$ cat src/rtl/fsmc_text_console.sv
// Text console register block behind the FSMC bus slave.
// Streams characters into the VGA char buffer with cursor, CR/LF and a screen-fill engine.
module fsmc_text_console #(
    parameter int AW       = 8,
    parameter int DW       = 16,
    parameter int COLS     = 160,
    parameter int ROWS     = 64,
    parameter int COL_BITS = 8,
    parameter int ROW_BITS = 6
) (
    input  logic                         clk,
    input  logic                         rst,
    input  logic                         do_write,
    input  logic [AW-1:0]                w_adr,
    input  logic [DW-1:0]                w_data,
    input  logic [AW-1:0]                r_adr,
    output logic [DW-1:0]                read_data,
    output logic                         chbuf_we,
    output logic [ROW_BITS+COL_BITS-1:0] chbuf_adr,
    output logic [7:0]                   chbuf_data,
    output logic                         busy
);

    localparam int AB = ROW_BITS + COL_BITS;

    localparam logic [0:0] S_IDLE = 1'b0;
    localparam logic [0:0] S_FILL = 1'b1;

    localparam logic [AW-1:0] A_CUR  = AW'(0);
    localparam logic [AW-1:0] A_DATA = AW'(1);
    localparam logic [AW-1:0] A_FILL = AW'(2);
    localparam logic [AW-1:0] A_STAT = AW'(3);

    localparam logic [COL_BITS-1:0] COL_LAST = COL_BITS'(COLS - 1);
    localparam logic [ROW_BITS-1:0] ROW_LAST = ROW_BITS'(ROWS - 1);

    logic [0:0]          state_q, state_d;
    logic [ROW_BITS-1:0] row_q, row_d;
    logic [COL_BITS-1:0] col_q, col_d;
    logic [ROW_BITS-1:0] frow_q, frow_d;
    logic [COL_BITS-1:0] fcol_q, fcol_d;
    logic [7:0]          fch_q, fch_d;
    logic                we_q, we_d;
    logic [AB-1:0]       adr_q, adr_d;
    logic [7:0]          data_q, data_d;
    logic [DW-1:0]       rdata_q, rdata_d;
    logic                drop_q, drop_d;
    logic                range_q, range_d;

    logic                wr_cur, wr_dat, wr_fil, wr_sta;
    logic                busy_w;
    logic [COL_BITS-1:0] wcol;
    logic [ROW_BITS-1:0] wrow;
    logic [ROW_BITS-1:0] nl_row;
    logic [7:0]          ch;

    assign busy_w = (state_q == S_FILL);
    assign wr_cur = do_write && (w_adr == A_CUR);
    assign wr_dat = do_write && (w_adr == A_DATA);
    assign wr_fil = do_write && (w_adr == A_FILL);
    assign wr_sta = do_write && (w_adr == A_STAT);
    assign wcol   = w_data[COL_BITS-1:0];
    assign wrow   = w_data[AB-1:COL_BITS];
    assign ch     = w_data[7:0];
    assign nl_row = (row_q == ROW_LAST) ? '0 : row_q + 1'b1;

    always_comb begin
        state_d = state_q;
        row_d   = row_q;
        col_d   = col_q;
        frow_d  = frow_q;
        fcol_d  = fcol_q;
        fch_d   = fch_q;
        we_d    = 1'b0;
        adr_d   = adr_q;
        data_d  = data_q;
        drop_d  = drop_q;
        range_d = range_q;

        // Clear first so a same-cycle set overrides it
        if (wr_sta && w_data[1]) drop_d = 1'b0;
        if (wr_sta && w_data[2]) range_d = 1'b0;

        if (busy_w) begin
            if (wr_cur || wr_dat || wr_fil) drop_d = 1'b1;
            we_d   = 1'b1;
            adr_d  = {frow_q, fcol_q};
            data_d = fch_q;
            if (fcol_q == COL_LAST) begin
                fcol_d = '0;
                if (frow_q == ROW_LAST) begin
                    frow_d  = '0;
                    state_d = S_IDLE;
                    row_d   = '0;
                    col_d   = '0;
                end else begin
                    frow_d = frow_q + 1'b1;
                end
            end else begin
                fcol_d = fcol_q + 1'b1;
            end
        end else if (wr_cur) begin
            if (int'(wcol) < COLS && int'(wrow) < ROWS) begin
                row_d = wrow;
                col_d = wcol;
            end else begin
                range_d = 1'b1;
            end
        end else if (wr_dat) begin
            if (ch == 8'h0A) begin
                col_d = '0;
                row_d = nl_row;
            end else if (ch == 8'h0D) begin
                col_d = '0;
            end else begin
                we_d   = 1'b1;
                adr_d  = {row_q, col_q};
                data_d = ch;
                if (col_q == COL_LAST) begin
                    col_d = '0;
                    row_d = nl_row;
                end else begin
                    col_d = col_q + 1'b1;
                end
            end
        end else if (wr_fil) begin
            state_d = S_FILL;
            fch_d   = ch;
            frow_d  = '0;
            fcol_d  = '0;
        end
    end

    always_comb begin
        rdata_d = '0;
        if (r_adr == A_CUR) begin
            rdata_d = DW'({row_q, col_q});
        end else if (r_adr == A_STAT) begin
            rdata_d = DW'({range_q, drop_q, busy_w});
        end
    end

    always_ff @(posedge clk) begin
        if (rst) begin
            state_q <= S_IDLE;
            row_q   <= '0;
            col_q   <= '0;
            frow_q  <= '0;
            fcol_q  <= '0;
            fch_q   <= '0;
            we_q    <= 1'b0;
            adr_q   <= '0;
            data_q  <= '0;
            rdata_q <= '0;
            drop_q  <= 1'b0;
            range_q <= 1'b0;
        end else begin
            state_q <= state_d;
            row_q   <= row_d;
            col_q   <= col_d;
            frow_q  <= frow_d;
            fcol_q  <= fcol_d;
            fch_q   <= fch_d;
            we_q    <= we_d;
            adr_q   <= adr_d;
            data_q  <= data_d;
            rdata_q <= rdata_d;
            drop_q  <= drop_d;
            range_q <= range_d;
        end
    end

    assign read_data  = rdata_q;
    assign chbuf_we   = we_q;
    assign chbuf_adr  = adr_q;
    assign chbuf_data = data_q;
    assign busy       = busy_w;

endmodule

$ cat config.mk
export PLATFORM = sky130hd
export DESIGN_NAME = fsmc_text_console
export DESIGN_NICKNAME = d
export VERILOG_FILES = /design/src/rtl/fsmc_text_console.sv
export SDC_FILE = /design/constraint.sdc
export NUM_CORES = 1
export LEC_CHECK = 0
export ABC_AREA = 1
export CAP_MARGIN = 20
export CORE_MARGIN = 2
export CORE_UTILIZATION = 38
export CTS_BUF_LIST = sky130_fd_sc_hd__clkbuf_8 sky130_fd_sc_hd__clkbuf_16
export DETAILED_ROUTE_END_ITERATION = 6
export GPL_ROUTABILITY_DRIVEN = 0
export PLACE_DENSITY_LB_ADDON = 0.12
export SYNTH_ARGS = -nofsm -noshare
export SYNTH_HDL_FRONTEND = slang
export SYNTH_SLANG_ARGS = --single-unit
$ cat constraint.sdc
create_clock -name clk -period 1.4 [get_ports clk]
set_input_delay 0.21 -clock clk [delete_from_list [all_inputs] [get_ports clk]]
set_output_delay 0.21 -clock clk [all_outputs]
set_load 0.03 [all_outputs]
Word level (Yosys, flattened, before mapping)
Index checks and enable logic that the tools add are counted.
{ "totals": {"register_bits": 78, "latchBits": 0, "ramBits": 0, "mem_bits_ro": 0, "elab_cells": 120, "memories": 0} }
{ "op_classes": {"addsub": 4, "mul": 0, "div_mod_pow": 0, "n_lt_le_gt_ge": 1, "eq_ne": 18, "shifts": 0, "n_mux": 60, "bitwise_logic": 3, "reduce_logical": 21} }
{ "op_table": {"columns": ["cell", "count"], "rows": [
  ["$mux W8", 19],
  ["$mux W6", 16],
  ["$mux W14", 6],
  ["$eq A8 B2 Y1 const B", 3],
  ["$mux W1", 18],
  ["$add A8 B1 Y8 const B", 2],
  ["$eq A8 B4 Y1 const B", 2],
  ["$eq A8 B8 Y1 const B", 2],
  ["$logic_not A8 Y1", 2],
  ["$reduce_and A4 Y1", 4],
  ["$add A6 B1 Y6 const B", 2],
  ["$eq A6 B6 Y1 const B", 2],
  ["$eq A8 B1 Y1 const B", 1],
  ["$lt A8 B8 Y1 const B", 1],
  ["$ne A2 B2 Y1 const B", 4],
  ["$logic_and A1 B1 Y1", 6],
  ["$reduce_and A6 Y1", 1],
  ["$ne A2 B1 Y1 const B", 2],
  ["$ne A4 B4 Y1 const B", 1],
  ["$reduce_bool A2 Y1", 2],
  ["$reduce_bool A4 Y1", 1],
  ["$mux W3", 1],
  ["$ne A3 B2 Y1 const B", 1],
  ["$not A1 Y1", 3],
  ["4 further kinds", 5]
]} }

Longest topological paths before layout
{ "depth": {"ltp_word": 8, "depth_mapped": 11} }

Worst setup path after synthesis
OpenSTA, ideal clock, no wires.
{ "synth_path": {"path_kind": "reg-to-reg", "from": "register state_q, in the netlist busy", "to": "register col_q[2]", "arrival_ns": 1.534, "required_time_ns": 1.287, "path_slack_ns": -0.248, "stages_incl_launch_ff": 12, "period_less_slack_ns": 1.648, "cell_sequence": "dfxtp_1 buf_4 inv_6 nand2_1 a21oi_1 nand3_1 nand2_2 nor2_8 buf_8 nand2_1 nor2_1 nor2_1"} }
{ "synth_between": {"elab_chain_len": 2, "elab_cells_between_ends": 6} }
{ "synth_lines": {"columns": ["element", "line", "source"], "rows": [
  ["start: declaration", "37", "logic [0:0] state_q, state_d;"],
  ["start signal: assignment", "158", "state_q <= state_d;"],
  ["$ne A3 B2 Y1 (no source line), or another cell as far along", null, null],
  ["$reduce_and A4 Y1 (no source line)", null, null],
  ["end signal: assignment", "160", "col_q <= col_d;"],
  ["end: declaration", "39", "logic [COL_BITS-1:0] col_q, col_d;"]
]} }
Parallel ways exist; a longest one is shown, timed or not.
A chain may end at the register's enable or synchronous reset.

Worst setup path after layout
{ "layout_path": {"from": "register fcol_q[1]", "to": "register col_q[0]"} }
{ "layout_between": {"elab_chain_len": 3} }
{ "layout_lines": {"columns": ["element", "line", "source"], "rows": [
  ["start: declaration", "41", "logic [COL_BITS-1:0] fcol_q, fcol_d;"],
  ["start signal: assignment", "162", "fcol_q <= fcol_d;"],
  ["$eq A8 B8 Y1", "89", "if (fcol_q == COL_LAST) begin"],
  ["$ne A2 B1 Y1 (no source line)", null, null],
  ["$reduce_and A4 Y1 (no source line)", null, null]
]} }
No other way between the ends.

==> metrics.yaml <==
die:
  dieHeight_um: 104
  start_util_pct: 39.0
  top_level_ports: 75
  dieArea_um2: 10800
  num_rows: 36
  core_area_um2: 9730
  die_w_um: 104
timing:
  max_freq_mhz: 644
  finalHoldViolCount: 0
  setup-violations-final: 20
  rsz0062_at_grt: "yes"
  fin_ws_ps: -152
  fin_skew_ps: 14.4
  finalCriticalPeriod_ps: 1550
  slew_viol_final: 0
  fin_crit_sh_pct: 111
route:
  wl_per_cell_um: 14.1
  wirelength_um: 12300
  first_pass_iters: 7
  vias: 4310
  ant_nets: 0
  drtIter0Drc: 203
  viasPerCell: 4.92
  drc: 0
final_layout:
  fin_nets: 777
  syn_to_final_growth_pct: 60.2
  final_cell_area_um2: 6080
  n_antenna_cell: 0
  nFillCells: 919
  drive_gt1_share_pct: 30.1
  final_util_pct: 62.5
critical_path:
  cp_slowest_cell: "dfxtp_4"
  critPathMaxStageDelay_ps: 380
  cp_num_buf_inv: 0
  crit_family: "simple AND/OR/NAND/NOR gates"
  cp-start-kind: "flip-flop"
  cp_data_arrival_time_ps: 1800
  path_cells: "ha_4 > nand2_4 > nor2_4 > nand3_2 > nand2_4 > nand2_8 > nor2_4 > nand2_1 > nor2_1 > nor2_1"
  crit_fanout: 5
  crit_required_ps: 1650
  endpoint_kind: "flip-flop"
  path_class: "reg -> reg"
grt:
  grtUsageTotal_pct: 23.0
  gr-total-overflow: 0
  grt_first_pass_wirelength_um: 20000
  grt_max_degree: 29
  antenna_found_initial: 0
  grt_pass1_vias: 4274
synth:
  yosysSeqAreaShare_pct: 40.1
  ys.flop_type: "dfxtp_1"
  avgSynthCellArea_um2: 6.69
  synth_seq_cells: 76
  synth-async-reset-ratio_pct: 0
  ys_types: 33
  ys_top_cells_by_count: "nor2_1 (118), nand2_1 (112), dfxtp_1 (76)"
  post-synth-top-count-cell: "nor2_1"
  synth_top_area_cell: "dfxtp_1"
  synth_edf_count: 0
  syn-cell-area_um2: 3790
  yosysWarnings: 0
  yosysTopAreaCellShare_pct: 40.1
  syn_inst: 567
  synthTopCellsByArea: "dfxtp_1 (40%), nor2_1 (12%), nand2_1 (11%), o21ai_0 (8.0%), inv_1 (5.0%)"
clocking:
  clkLatencyLatePin_ps: 360
  clk_pin_slew_ps: 90
  htree_levels: 3
  clk_path_buf_depth: 2
  cts-root-buf: "clkbuf_8"
  cts_sinks: 76
  cts_buffers: 9
  cts_tree: "done"
placement:
  io_buffer_count: 70
  hpwl_um: 8390
  place_area_um2: 5320
pwr:
  peakVddDrop_mv: 0.489
  power_density_nw_per_um2: 721
  power_uw: 4380
  p_leak_uw: 0.00277
run_status:
  status: "complete, but fails checks"
  failed_checks: "setup timing"
hold_path:
  hold_path.class: "in -> reg"
flow_run:
  maxCapViolCount: 0
[final cells by class]
class / count / area, um^2 / share of cell area, %
Multi-Input combinational cell: 416 / 2290 / 37.6
Clock buffer: 9 / 124 / 2.04
Inverter: 54 / 218 / 3.58
Sequential cell: 76 / 1530 / 25.2
Timing Repair Buffer: 181 / 1650 / 27.2
Tap cell: 133 / 166 / 2.74
Clock inverter: 7 / 98.8 / 1.63
[layer usage]
metal,vias to the layer above,GRT usage [%],part of all wire [%]
met5,-,0,0
met4,0,10.4,2.9
met3,27,3.76,4.3
met2,140,39.8,49
met1,1982,27.9,43
li1,2161,-,-
[flip-flops by register name, summed over array words and instances (netlist names), 6 cells and up]
signal,flops
chbuf_adr,14
read_data,14
chbuf_data,8
frow_q,6
col_q,8
fcol_q,8
fch_q,8
row_q,6
[metrics by stage]
step | TNS (ps) | std cells | hold slack (ps) | setup WS (ps)
finish | -1980 | 876 | 284 | -152
global placement | -27380 | 836 | 454 | -528
CTS | -1920 | 872 | 363 | -159
floorplan | -317 | 568 | 371 | -49.4
global route | -3790 | 876 | 281 | -213
detailed placement | -31220 | 836 | 465 | -599
[worst reg2reg max path: stages, from the launching register on]
cell and delay, ps:
dfxtp_4 380, ha_4 150, nand2_4 60, nor2_4 110, nand3_2 110, nand2_4 110
nand2_8 90, nor2_4 220, nand2_1 90, nor2_1 90, nor2_1 40
[cells in the final DEF (no fill, tap or decap), types with 5 or more instances in the layout]
cell type and count:
nand2_2 5, inv_1 43, xor2_1 6, nor2_4 16
a21oi_2 7, nand3_1 27, clkdlybuf4s50_1 15, buf_12 5
o21ai_1 17, clkdlybuf4s15_1 6, o21ai_0 50, dlygate4sd2_1 45
buf_4 89, dfxtp_1 71, clkbuf_8 9, o21ai_2 7
inv_2 8, nand2_1 103, a21oi_1 22, buf_6 12
nor2_2 13, nor2_1 98, nand2_4 7, nor3_1 6
nand3_2 6
[worst paths after layout]
check | startpoint | to | slack (ps) | depth (start not counted)
max | fcol_q[1] | col_q[0] | -150 | 10
max reg2reg | fcol_q[1] | col_q[0] | -150 | 10
min reg2reg | range_q | range_q | 480 | 2
min | w_data[7] | fch_q[7] | 280 | 4
[kinds of logic after synthesis]
logic type / after synthesis / share of synthesized area, %
xor gates and xnor gates: 7 / 1.62
adders and majority gates: 4 / 1.32
AOI/OAI and AO/OA: 106 / 14.3
and+or+nand+nor: 294 / 33.2
DFF: 76 / 40.1
other: 1 / 0.0988
buffers and inverters: 79 / 9.37
[where the power goes]
part | switching [uW] | total [uW] | internal (uW)
logic | 155 | 314 | 159
registers | 3.72 | 2160 | 2160
clock network | 892 | 1910 | 1010
total | 1050 | 4380 | 3330
[timing repair]
| action | CTS | global route |
|---|---|---|
| pin swaps | 22 | 22 |
| setup endpoints to repair | 88 | 61 |
| buffers inserted | 13 | 5 |
| gates resized for setup | 121 | 57 |
| cloned | 7 | 0 |
| hold buffers | 0 | 0 |
No activity file was read; power rests on OpenSTA's default activity.
